<file path="src/rtl/flp32_pkg.sv">
// Shared flp32 definitions for the complex accumulator and its adders.
package flp32_pkg;

    localparam int unsigned FLP32_W = 32;
    localparam logic [FLP32_W-1:0] FLP32_ZERO = 32'h00000000;
    localparam logic [FLP32_W-1:0] FLP32_QNAN = 32'h7FC00000;

    typedef enum logic [1:0] {
        IDLE,
        ACC,
        DONE
    } cacc_state_t;

endpackage

</file>
<file path="src/rtl/flp32_add_sub.sv">
// Combinational IEEE-754 single-precision adder/subtractor, round-to-nearest-even,
// with subnormal support and NaN/Inf propagation.
module flp32_add_sub
    import flp32_pkg::*;
(
    input  logic [FLP32_W-1:0] a_i,
    input  logic [FLP32_W-1:0] b_i,
    input  logic               sub_i,
    output logic [FLP32_W-1:0] y_o
);

    logic        sa, sb, sl, ss;
    logic        a_nan, b_nan, a_inf, b_inf, sticky, rnd;
    logic [9:0]  ea, eb, el, es, d, e;
    logic [23:0] ml, ms;
    logic [26:0] aligned;
    logic [27:0] sum;
    logic [24:0] mr;

    always_comb begin
        sa    = a_i[31];
        sb    = b_i[31] ^ sub_i;
        a_nan = (&a_i[30:23]) && (|a_i[22:0]);
        b_nan = (&b_i[30:23]) && (|b_i[22:0]);
        a_inf = (&a_i[30:23]) && !(|a_i[22:0]);
        b_inf = (&b_i[30:23]) && !(|b_i[22:0]);
        // Subnormals use exponent 1 with no hidden bit.
        ea = (a_i[30:23] == 8'd0) ? 10'd1 : {2'b00, a_i[30:23]};
        eb = (b_i[30:23] == 8'd0) ? 10'd1 : {2'b00, b_i[30:23]};

        if (b_i[30:0] > a_i[30:0]) begin
            sl = sb; el = eb; ml = {|b_i[30:23], b_i[22:0]};
            ss = sa; es = ea; ms = {|a_i[30:23], a_i[22:0]};
        end else begin
            sl = sa; el = ea; ml = {|a_i[30:23], a_i[22:0]};
            ss = sb; es = eb; ms = {|b_i[30:23], b_i[22:0]};
        end

        d = el - es;
        if (d > 10'd26) begin
            aligned = 27'd0;
            sticky  = |ms;
        end else begin
            aligned = {ms, 3'b000} >> d;
            sticky  = |({ms, 3'b000} & ((27'd1 << d) - 27'd1));
        end
        aligned[0] = aligned[0] | sticky;

        if (sl == ss) sum = {1'b0, ml, 3'b000} + {1'b0, aligned};
        else          sum = {1'b0, ml, 3'b000} - {1'b0, aligned};

        e = el;
        if (sum[27]) begin
            sum = {1'b0, sum[27:2], sum[1] | sum[0]};
            e   = e + 10'd1;
        end
        for (int i = 0; i < 26; i++) begin
            if (!sum[26] && e > 10'd1) begin
                sum = sum << 1;
                e   = e - 10'd1;
            end
        end

        rnd = sum[2] && (sum[1] || sum[0] || sum[3]);
        mr  = {1'b0, sum[26:3]} + {24'd0, rnd};
        if (mr[24]) begin
            mr = mr >> 1;
            e  = e + 10'd1;
        end

        if (e >= 10'd255) y_o = {sl, 8'hFF, 23'd0};
        else              y_o = {sl, mr[23] ? e[7:0] : 8'h00, mr[22:0]};

        if (sum == 28'd0)                                y_o = {sl & ss, 31'd0};
        if (a_nan || b_nan || (a_inf && b_inf && sa != sb)) y_o = FLP32_QNAN;
        else if (a_inf)                                  y_o = {sa, 8'hFF, 23'd0};
        else if (b_inf)                                  y_o = {sb, 8'hFF, 23'd0};
    end

endmodule

</file>
<file path="src/rtl/flp32_complex_adder.sv">
// Combinational complex flp32 adder: z = x0 + y0, component-wise.
module flp32_complex_adder
    import flp32_pkg::*;
(
    input  logic [FLP32_W-1:0] x0_re_i,
    input  logic [FLP32_W-1:0] x0_im_i,
    input  logic [FLP32_W-1:0] y0_re_i,
    input  logic [FLP32_W-1:0] y0_im_i,
    output logic [FLP32_W-1:0] z_re_o,
    output logic [FLP32_W-1:0] z_im_o
);

    flp32_add_sub u_add_re (
        .a_i   (x0_re_i),
        .b_i   (y0_re_i),
        .sub_i (1'b0),
        .y_o   (z_re_o)
    );

    flp32_add_sub u_add_im (
        .a_i   (x0_im_i),
        .b_i   (y0_im_i),
        .sub_i (1'b0),
        .y_o   (z_im_o)
    );

endmodule

</file>
<file path="src/rtl/flp32_complex_accumulator.sv">
// Sums a block of flp32 complex products and presents the total with a valid/ready handshake.
// Optional abort input enabled by defining FLP32_CACC_ABORT_EN.
module flp32_complex_accumulator
    import flp32_pkg::*;
#(
    parameter int unsigned LEN_W = 10
) (
    input  logic               clk,
    input  logic               rst_n,
    input  logic               start,
    input  logic [LEN_W-1:0]   len,
    input  logic               in_valid,
    output logic               in_ready,
    input  logic [FLP32_W-1:0] in_real,
    input  logic [FLP32_W-1:0] in_imag,
    output logic               out_valid,
    input  logic               out_ready,
    output logic [FLP32_W-1:0] out_real,
    output logic [FLP32_W-1:0] out_imag,
    output logic               busy
`ifdef FLP32_CACC_ABORT_EN
    ,
    input  logic               abort
`endif
);

    cacc_state_t        state_q, state_d;
    logic [LEN_W-1:0]   remaining_q, remaining_d;
    logic [FLP32_W-1:0] acc_real_q, acc_real_d, acc_imag_q, acc_imag_d;
    logic [FLP32_W-1:0] sum_real, sum_imag;

    flp32_complex_adder u_adder (
        .x0_re_i (acc_real_q),
        .x0_im_i (acc_imag_q),
        .y0_re_i (in_real),
        .y0_im_i (in_imag),
        .z_re_o  (sum_real),
        .z_im_o  (sum_imag)
    );

    always_comb begin
        state_d     = state_q;
        remaining_d = remaining_q;
        acc_real_d  = acc_real_q;
        acc_imag_d  = acc_imag_q;
        in_ready    = (state_q == ACC);
        out_valid   = (state_q == DONE);
        busy        = (state_q != IDLE);

        case (state_q)
            IDLE: begin
                if (start) begin
                    remaining_d = len;
                    acc_real_d  = FLP32_ZERO;
                    acc_imag_d  = FLP32_ZERO;
                    state_d     = (len == '0) ? DONE : ACC;
                end
            end
            ACC: begin
                if (in_valid) begin
                    acc_real_d  = sum_real;
                    acc_imag_d  = sum_imag;
                    remaining_d = remaining_q - 1'b1;
                    if (remaining_q == LEN_W'(1)) state_d = DONE;
                end
            end
            DONE: begin
                if (out_ready) state_d = IDLE;
            end
            default: state_d = IDLE;
        endcase

`ifdef FLP32_CACC_ABORT_EN
        // Abort wins over any handshake in the same cycle.
        if (abort && state_q != IDLE) begin
            state_d     = IDLE;
            remaining_d = '0;
            acc_real_d  = FLP32_ZERO;
            acc_imag_d  = FLP32_ZERO;
        end
`endif
    end

    always_ff @(posedge clk or negedge rst_n) begin
        if (!rst_n) begin
            state_q     <= IDLE;
            remaining_q <= '0;
            acc_real_q  <= FLP32_ZERO;
            acc_imag_q  <= FLP32_ZERO;
        end else begin
            state_q     <= state_d;
            remaining_q <= remaining_d;
            acc_real_q  <= acc_real_d;
            acc_imag_q  <= acc_imag_d;
        end
    end

    assign out_real = acc_real_q;
    assign out_imag = acc_imag_q;

endmodule

</file>
<file path="config.mk">
export PLATFORM = sky130hd
export DESIGN_NAME = flp32_complex_accumulator
export DESIGN_NICKNAME = d
export VERILOG_FILES = /design/src/rtl/flp32_pkg.sv /design/src/rtl/flp32_add_sub.sv /design/src/rtl/flp32_complex_adder.sv /design/src/rtl/flp32_complex_accumulator.sv
export SDC_FILE = /design/constraint.sdc
export NUM_CORES = 2
export LEC_CHECK = 0
export ABC_AREA = 0
export CORE_MARGIN = 3
export CORE_UTILIZATION = 44
export DETAILED_ROUTE_END_ITERATION = 10
export PLACE_DENSITY = 0.64
export SYNTH_ARGS = -nofsm -noshare
export SYNTH_HDL_FRONTEND = slang
export SYNTH_SLANG_ARGS = --single-unit
export TNS_END_PERCENT = 10
</file>
<file path="constraint.sdc">
create_clock -name clk -period 153.4 [get_ports clk]
set_input_delay 15.34 -clock clk [delete_from_list [all_inputs] [get_ports clk]]
set_output_delay 15.34 -clock clk [all_outputs]
set_load 0.01 [all_outputs]
</file>
==> run_results.csv <==
group,metric,value,unit
cts,clock_latency,350,ps
timing,slew_headroom,12.2,%
synthesis,synth.distinct_cells,169,
synthesis,synth.top_cell.area_share,10.6,%
global_route,grt_util_all_layers,29.7,%
place,placedCellCount,11400,
hold_path,hp-class,"flop to flop",
cts,cts_setup_buffers,0,
global_route,grt_pass1_vias,69400,
worst_setup_path,path_common_cell,"ha_1",
place,numPortBuffers,145,
cts,cts_num_sinks,76,
timing,finalSetupTns,0,ps
drt,drc,0,
die,start_util,44.3,%
timing,drv_slew,0,
drt,wl,238000,µm
place,dp_hpwl,192000,µm
drt,post_drt_via_cell_ratio,6.59,
cts,clkSlewWorstSetupHoldPaths,60,ps
drt,drt_iter0_markers,6538,
die,rows,139,
final_layout,fin_cells,11400,
timing,hold_slack,554,ps
cts,post_cts_resized,0,
worst_setup_path,path_max_fanout,48,
final_layout,drive_above_1_share,8.21,%
timing,min_period_over_period,55.2,%
die,dieArea,150000,µm²
drt,avgRoutedWirePerCell,20.9,µm
global_route,grt_max_degree,84,
worst_setup_path,slowest_delay,1000,ps
cts,cts-root-buf,"clkbuf_16",
final_layout,layout.nets,9845,
synthesis,synthArstFlopShare,100,%
die,core-area,144000,µm²
final_layout,n_antenna_cell,0,
timing,fin_crit,84630,ps
timing,setup_viol,0,
run,drv_cap,0,
die,chipHeight,387,µm
synthesis,ys_ff_latch,76,
worst_setup_path,worstPathRequired,153600,ps
place,gp_congestion,1.02,
final_layout,flow.area_growth_from_synthesis,4.47,%
die,fp.dieW,387,µm
timing,worst_pin_slew,1310,ps
run_status,status,"completed",
cts,numCtsBuffers,9,
place,placed_area,66300,µm²
synthesis,avgSynthCellArea,6.56,µm²
synthesis,synth.largest_area_cell,"mux2i_1",
drt,final_antenna_net_count,0,
worst_setup_path,path_class,"primary input to flop",
global_route,antenna_found_initial,3,
timing,rsz0062_at_grt,"false",
cts,cts_buffer_depth,2,
synthesis,syn_area,63800,µm²
synthesis,yosysWarningCount,0,
synthesis,ys.flop_type,"dfrtp_1",
synthesis,synth_edf_count,0,
die,boundaryPins,146,
worst_setup_path,cp-start-kind,"primary input",
cts,cts_max_level,3,
timing,finClkSkew,8.05,ps
synthesis,synth_seq_area_share,2.98,%
drt,dr.pass1.iters,8,
cts,ctsHoldBuffers,0,
worst_setup_path,crit_path_end_kind,"flop",
synthesis,synth_fp_nets,10100,
worst_setup_path,critPathSlowestCell,"o41ai_4",
timing,hold_viol,0,
final_layout,final_cell_area,66600,µm²
timing,max_clock_freq,0.0118,GHz
drt,vias,74900,
global_route,grt_pass1_wl,377000,µm
synthesis,syn_inst,9724,
global_route,grt-ovfl-total,0,
worst_setup_path,arrival,84830,ps
synthesis,ys_top_cells_by_area,"mux2i_1 11%, nor2_1 6.8%, nand2_1 6.5%",
cts,cts_tree,"yes",
-- cell type report --
class | count | area, µm²
sequential | 76 | 1900
fill | 15100 | 77200
clock inverter | 4 | 73.8
clock buffer | 11 | 243
inverter | 398 | 1500
tap | 1903 | 2380
timing repair buffer | 274 | 2420
multi-input combinational | 8711 | 58100
-- through the flow --
stage	utilization (%)	setup WS [ps]
floorplan	-	75830
global placement	46.1	71340
detailed placement	46.1	69520
CTS	46.3	69650
global route	46.3	62540
finish	46.3	68770
-- logic make-up (layout without fill, tap and decap cells) --
group                      Yosys count  count (layout)  share of synthesized area (%)
adders and majority gates          298             298                           5.89
xor gates and xnor gates           340             340                           4.80
and+or+nand+nor                   3866            3866                           29.3
muxes                              917             917                           15.1
AOI/OAI and AO/OA                 3290            3290                           35.5
buffers and inverters              937             687                           6.42
DFF                                 76              76                           2.98
-- flip-flops by register name (all words and copies together), names as in the netlist --
name         flops
out_imag        32
out_real        32
remaining_q     10
state_q          2
-- critical path, delay by kind of cell --
family          cells  cell delay, ps
compound gates     78           25480
xor+xnor           12            4200
fa+ha+maj          30            9300
buf+inv            30            6590
mux                 6            1900
simple gates       75           21750
-- layout by cell type (no fill, tap or decap), types with 42 or more instances in the layout --
| master | n |
|---|---|
| o221ai_1 | 42 |
| xor2_1 | 86 |
| inv_1 | 385 |
| nor3_1 | 296 |
| nor2b_1 | 42 |
| nand4_1 | 130 |
| ha_1 | 291 |
| a31oi_1 | 101 |
| o21ai_1 | 77 |
| nand3_1 | 269 |
| o2111ai_1 | 51 |
| and2_1 | 139 |
| nand2_1 | 1099 |
| a211oi_1 | 124 |
| o211ai_1 | 130 |
| clkdlybuf4s50_1 | 144 |
| xnor2_1 | 244 |
| or3_1 | 91 |
| a21oi_1 | 759 |
| o21ai_0 | 728 |
| mux2i_1 | 673 |
| o21a_1 | 95 |
| nor2_1 | 1144 |
| o22ai_1 | 69 |
| o32ai_1 | 47 |
| o21bai_1 | 49 |
| dfrtp_1 | 76 |
| and3_1 | 105 |
| buf_4 | 130 |
| o31ai_1 | 81 |
| or2_2 | 64 |
| mux2_2 | 215 |
| nor4_1 | 114 |
| nand2b_1 | 73 |
| a21o_1 | 118 |
-- Yosys cell counts, types with 32 or more instances --
cell type and n:
a211o_1 38, or4_1 37, o31ai_1 85, o211ai_1 130, o21bai_1 49, a21oi_1 769
a211oi_1 124, and2_1 139, o21ai_0 731, a22oi_1 38, inv_1 385, buf_4 54
o2111ai_1 51, o221ai_1 42, or3_1 91, nor3_1 297, a21o_1 118, dfrtp_1 76
o21ai_1 81, o22ai_1 69, nand4_1 130, xnor2_1 245, nand2b_1 73, nor2_1 1149
nand2_1 1099, clkbuf_1 317, nand3_1 269, nor2b_1 42, mux2i_1 673, or2_2 64
xor2_1 87, buf_1 68, nor4_1 114, ha_1 292, a31oi_1 107, and3_1 105
buf_2 57, o21a_1 95, mux2_2 215, o31a_1 32, o32ai_1 47, a2111oi_0 34
-- final timing paths --
| kind | cells past startpoint | slack [ps] | end | start |
|---|---|---|---|---|
| max | 231 | 68770 | out_imag[3]$_DFFE_PN0P_ | in_imag[25] |
| min | 2 | 550 | remaining_q[9]$_DFFE_PN0P_ | remaining_q[9]$_DFFE_PN0P_ |
| max reg2reg | 231 | 83640 | out_imag[3]$_DFFE_PN0P_ | out_imag[22]$_DFFE_PN0P_ |
| min reg2reg | 2 | 550 | remaining_q[9]$_DFFE_PN0P_ | remaining_q[9]$_DFFE_PN0P_ |
| max in group asynchronous | 1 | 137540 | out_imag[8]$_DFFE_PN0P_ | rst_n |
| min in group asynchronous | 1 | 15170 | remaining_q[8]$_DFFE_PN0P_ | rst_n |
-- layer usage --
layer / share of wire [%] / up-vias / track usage [%]
met4: 3.6 / 4 / 9.62
met1: 42 / 35500 / 37.1
met5: 0.012 / - / 0
met2: 48 / 2714 / 52.9
li1: - / 36100 / -
met3: 5.7 / 543 / 3.22
Power is not shown: default switching activity piles up to over one toggle a cycle in this logic, so the estimate is an artifact.
